===== config.mk =====
export PLATFORM = sky130hd
export DESIGN_NAME = bus_bridge
export DESIGN_NICKNAME = d
export VERILOG_FILES = /design/src/rtl/bus_bridge.sv
export SDC_FILE = /design/constraint.sdc
export NUM_CORES = 1
export LEC_CHECK = 0
export ABC_AREA = 1
export ABC_CLOCK_PERIOD_IN_PS = 1800
export BUFFER_PORTS_ARGS = -buffer_cell sky130_fd_sc_hd__buf_2
export CAP_MARGIN = 15
export CORE_ASPECT_RATIO = 2
export CORE_MARGIN = 1
export CORE_UTILIZATION = 48
export CTS_BUF_LIST = sky130_fd_sc_hd__clkbuf_8 sky130_fd_sc_hd__clkbuf_16
export CTS_CLUSTER_DIAMETER = 40
export DETAILED_ROUTE_END_ITERATION = 12
export HOLD_SLACK_MARGIN = 0.1
export PLACE_DENSITY_LB_ADDON = 0.2
export SETUP_SLACK_MARGIN = 0.15
export SYNTH_ARGS = -nofsm -noshare
export SYNTH_HDL_FRONTEND = slang
export SYNTH_SLANG_ARGS = --single-unit
export TNS_END_PERCENT = 30

===== constraint.sdc =====
create_clock -name clk -period 1.8 [get_ports clk]
set_input_delay 0.27 -clock clk [delete_from_list [all_inputs] [get_ports clk]]
set_output_delay 0.27 -clock clk [all_outputs]
set_load 0.05 [all_outputs]

===== src/rtl/bus_bridge.sv =====
// Single-outstanding bridge from the CPU request/ack port to a memory port
// with ready handshake and a per-access timeout abort.
module bus_bridge #(
  parameter int unsigned TIMEOUT = 255
) (
  input  logic        clk,
  input  logic        reset,
  input  logic        cpu_req,
  input  logic        cpu_we,
  input  logic [16:0] cpu_addr,
  input  logic [7:0]  cpu_wdata,
  output logic [7:0]  bus_in,
  output logic        cpu_ack,
  output logic        cpu_err,
  output logic        cpu_busy,
  output logic        mem_req,
  output logic        mem_we,
  output logic [16:0] mem_addr,
  output logic [7:0]  mem_wdata,
  input  logic [7:0]  mem_rdata,
  input  logic        mem_ready,
  output logic [1:0]  dbg_state_o
);

  // Handshake: a cpu_req seen in IDLE is accepted on that edge; cpu_busy is
  // high until the one-cycle cpu_ack (with cpu_err on abort), and requests
  // during busy are dropped. mem_req stays high until mem_ready or timeout.
  typedef enum logic [1:0] {
    S_IDLE   = 2'd0,
    S_ACCESS = 2'd1,
    S_RESP   = 2'd2
  } state_t;

  localparam logic [7:0] LAST_CNT = 8'(TIMEOUT - 1);

  state_t      state_q, state_d;
  logic [7:0]  cnt_q, cnt_d;
  logic        err_q, err_d;
  logic        we_q, we_d;
  logic [16:0] addr_q, addr_d;
  logic [7:0]  wdata_q, wdata_d;
  logic [7:0]  rdata_q, rdata_d;

  always_ff @(posedge clk or negedge reset) begin
    if (!reset) begin
      state_q <= S_IDLE;
      cnt_q   <= 8'd0;
      err_q   <= 1'b0;
      we_q    <= 1'b0;
      addr_q  <= 17'd0;
      wdata_q <= 8'd0;
      rdata_q <= 8'd0;
    end else begin
      state_q <= state_d;
      cnt_q   <= cnt_d;
      err_q   <= err_d;
      we_q    <= we_d;
      addr_q  <= addr_d;
      wdata_q <= wdata_d;
      rdata_q <= rdata_d;
    end
  end

  always_comb begin
    state_d = state_q;
    cnt_d   = cnt_q;
    err_d   = err_q;
    we_d    = we_q;
    addr_d  = addr_q;
    wdata_d = wdata_q;
    rdata_d = rdata_q;
    case (state_q)
      S_IDLE: begin
        if (cpu_req) begin
          we_d    = cpu_we;
          addr_d  = cpu_addr;
          wdata_d = cpu_wdata;
          cnt_d   = 8'd0;
          err_d   = 1'b0;
          state_d = S_ACCESS;
        end
      end
      S_ACCESS: begin
        cnt_d = cnt_q + 8'd1;
        // A ready arriving on the last allowed cycle still completes cleanly.
        if (mem_ready) begin
          state_d = S_RESP;
          if (!we_q) rdata_d = mem_rdata;
        end else if (cnt_q == LAST_CNT) begin
          state_d = S_RESP;
          err_d   = 1'b1;
          if (!we_q) rdata_d = 8'hFF;
        end
      end
      S_RESP: begin
        state_d = S_IDLE;
      end
      default: begin
        state_d = S_IDLE;
      end
    endcase
  end

  assign mem_req     = (state_q == S_ACCESS);
  assign cpu_ack     = (state_q == S_RESP);
  assign cpu_err     = (state_q == S_RESP) && err_q;
  assign cpu_busy    = (state_q != S_IDLE);
  assign mem_we      = we_q;
  assign mem_addr    = addr_q;
  assign mem_wdata   = wdata_q;
  assign bus_in      = rdata_q;
  assign dbg_state_o = state_q;

endmodule


==> impl_metrics.toml <==
[sta]
slew_violations = 0
rsz0062_at_grt = "no"
post-route-period-util_pct = 85.4
finalSetupTns_ns = 0
slew_headroom_pct = 69.5
finalWorstSetupSlack_ns = 0.262
fmax_ghz = 0.650
hold_viol_final = 0
fin_skew_ns = 0.00825
period_needed_ns = 1.54
finalSetupViolations = 0
max_slew.worst_pin.slew_ns = 0.458

[setup_path]
reg2reg_slack_ns = 0.39
crit_type = "reg2out"
worst_ep_required_time_ns = 1.53
cp_data_arrival_time_ns = 1.27
regToRegStartpoint = "cnt_q[0]$_DFFE_PN0P_"
crit_path_end_kind = "output port"
cp-start-kind = "flop"
reg2regPathDepth = 9
worstPathMaxFanout = 18
rr_endpoint = "bus_in[1]$_DFFE_PN0P_"

[place]
gp_congestion = 0.855
dp_worst_setup_slack_ns = 0.342
hpwl_um = 3160
portBuffers = 77

[yosys]
synth_edf_count = 0
postSynthCellCount = 230
ys_seq_elements = 45
yosys_warnings = 0
async_reset_ff_share_pct = 100
synthFlopType = "dfrtp_1"
ys_seq_area_share_pct = 56.7
ys_types = 27
synth_nets = 270
syn-cell-area_um2 = 1990
avgSynthCellArea_um2 = 8.64

[cells_and_area]
utilization_pct = 65.5
num-nets-final = 352
final_common_cell = "nand2_1"
area_growth_pct = 29.3
final_cell_mix = "nand2_1 (108), buf_2 (76), dfrtp_1 (45)"
drive_gt1_share_pct = 34.8
nFillCells = 352
diodes = 0

[drt]
wl_met3_um = 210
ant_nets = 0
viasPerCell = 4.78
dr_wl_met2_um = 2220
num_vias = 1741
drt_iter0_drc = 20
wl_met1_um = 1670
post-route-drc-count = 0
wl_per_cell_um = 11.5
firstDrtPassIters = 4
wirelength_um = 4190
topRoutingLayerUsed = "met4"

[power_and_ir_drop]
finalPower_mw = 4.81
peakVddDrop_mv = 1.12
p_leak_nw = 1.47
powerDensity_nw_per_um2 = 1870

[worst_hold_path]
min_path_type = "in2reg"
holdPathStages = 3
min_from = "cpu_addr[14]"
hold_end = "mem_addr[14]$_DFFE_PN0P_"

[floorplanning]
die_area_um2 = 4420
die_x_um = 47.5
start_util_pct = 50.6
die_height_um = 93.0
row_count = 32
io_pins = 78
fp.coreArea_um2 = 3920

[clock_network]
cts.path.max_buffers = 2
numCtsBuffers = 5
cts_setup_buffers = 0
clock_sinks = 45
htreeDepth = 2
path_clk_slew_ns = 0.08
cts_root_buf = "clkbuf_8"
insertion_delay_ns = 0.29
cts_tree = "built"

[flow_run]
cap_violations = 0

[global_route]
grtUsageTotal_pct = 20.1
grt_overflow = 0
antenna_found_initial = 0
grt_pass1_vias = 1474
grt_pass1_wl_um = 6310
grt_max_degree = 31

[run_status]
status = "finished, final reports clean"
[layout make-up]
| cell class | instances | area, um2 | area share (%) |
|---|---|---|---|
| timing repair buffer | 82 | 428 | 16.7 |
| clock buffer | 6 | 82.6 | 3.21 |
| tap | 51 | 63.8 | 2.48 |
| multi-input combinational | 161 | 762 | 29.7 |
| inverter | 17 | 68.8 | 2.68 |
| clock inverter | 2 | 37.5 | 1.46 |
| sequential | 45 | 1130 | 43.8 |
[synth_stat cells, types with 2 or more instances]
| cell type | count | share of area [%] |
|---|---|---|
| a21oi_1 | 4 | 1.0 |
| buf_2 | 3 | 0.76 |
| buf_4 | 2 | 0.76 |
| dfrtp_1 | 45 | 57 |
| ha_1 | 2 | 1.3 |
| inv_1 | 12 | 2.3 |
| inv_2 | 4 | 0.76 |
| nand2_1 | 108 | 20 |
| nand2_2 | 2 | 0.63 |
| nand3_1 | 4 | 1.0 |
| nand4_1 | 9 | 2.8 |
| nor2_1 | 6 | 1.1 |
| o21ai_0 | 7 | 1.8 |
| o21ai_1 | 2 | 0.50 |
| or2_2 | 8 | 2.5 |
[worst max-delay path, cell delays in order, from the launching register on]
cell      delay (ns)
dfrtp_1         0.46
nand2_4         0.15
clkinv_4        0.14
buf_4           0.22
[metrics by stage]
| stage | hold slack [ns] | std cells | cell area [um2] |
|---|---|---|---|
| after detailed placement | 0.245 | 355 | 2430 |
| after global placement | 0.253 | 355 | 2430 |
| after CTS | 0.156 | 364 | 2560 |
| after floorplan | -0.0256 | 230 | 1990 |
| final | 0.164 | 364 | 2570 |
| after global routing | 0.154 | 364 | 2570 |
[registers in the layout, summed over array words and instances, names as in the netlist]
signal       flops
mem_addr        17
bus_in           8
cnt_q            8
mem_wdata        8
dbg_state_o      2
err_q            1
mem_we           1
[worst max path at each step]
stage	from	end	depth (start not counted)
2_1_floorplan	dbg_state_o[1]$_DFFE_PN0P_	cpu_err	2
3_3_place_gp	dbg_state_o[1]$_DFFE_PN0P_	mem_req	4
3_5_place_dp	dbg_state_o[1]$_DFFE_PN0P_	mem_req	4
4_1_cts	dbg_state_o[1]$_DFFE_PN0P_	mem_req	4
5_1_grt	dbg_state_o[0]$_DFFE_PN0P_	mem_req	3
6_report	dbg_state_o[0]$_DFFE_PN0P_	mem_req	3
[cells by family (layout without fill, tap and decap cells)]
kind of cell | after synthesis | after routing | synth area share (%)
fa+ha+maj | 2 | 2 | 1.26
buf+inv | 24 | 107 | 5.48
simple gates | 144 | 144 | 32.6
compound gates | 15 | 15 | 3.97
flops | 45 | 45 | 56.7
[report_power, final]
group          internal [mW]  switching [mW]
Combinational          0.521            1.92
Sequential              1.39           0.207
Clock                  0.451           0.326
[what timing repair did]
action                                 CTS  global route
hold buffers                             1             0
resized for setup                        2             3
setup endpoints to repair                1             1
cloned                                   0             0
endpoints found under the hold margin   20             0
[per-layer routing]
layer	track usage [%]	vias to the layer above
met1	22.3	795
met5	0	-
met2	33.2	52
met4	9.76	0
met3	5.41	11
li1	-	883
(Power assumes the default switching activity.)
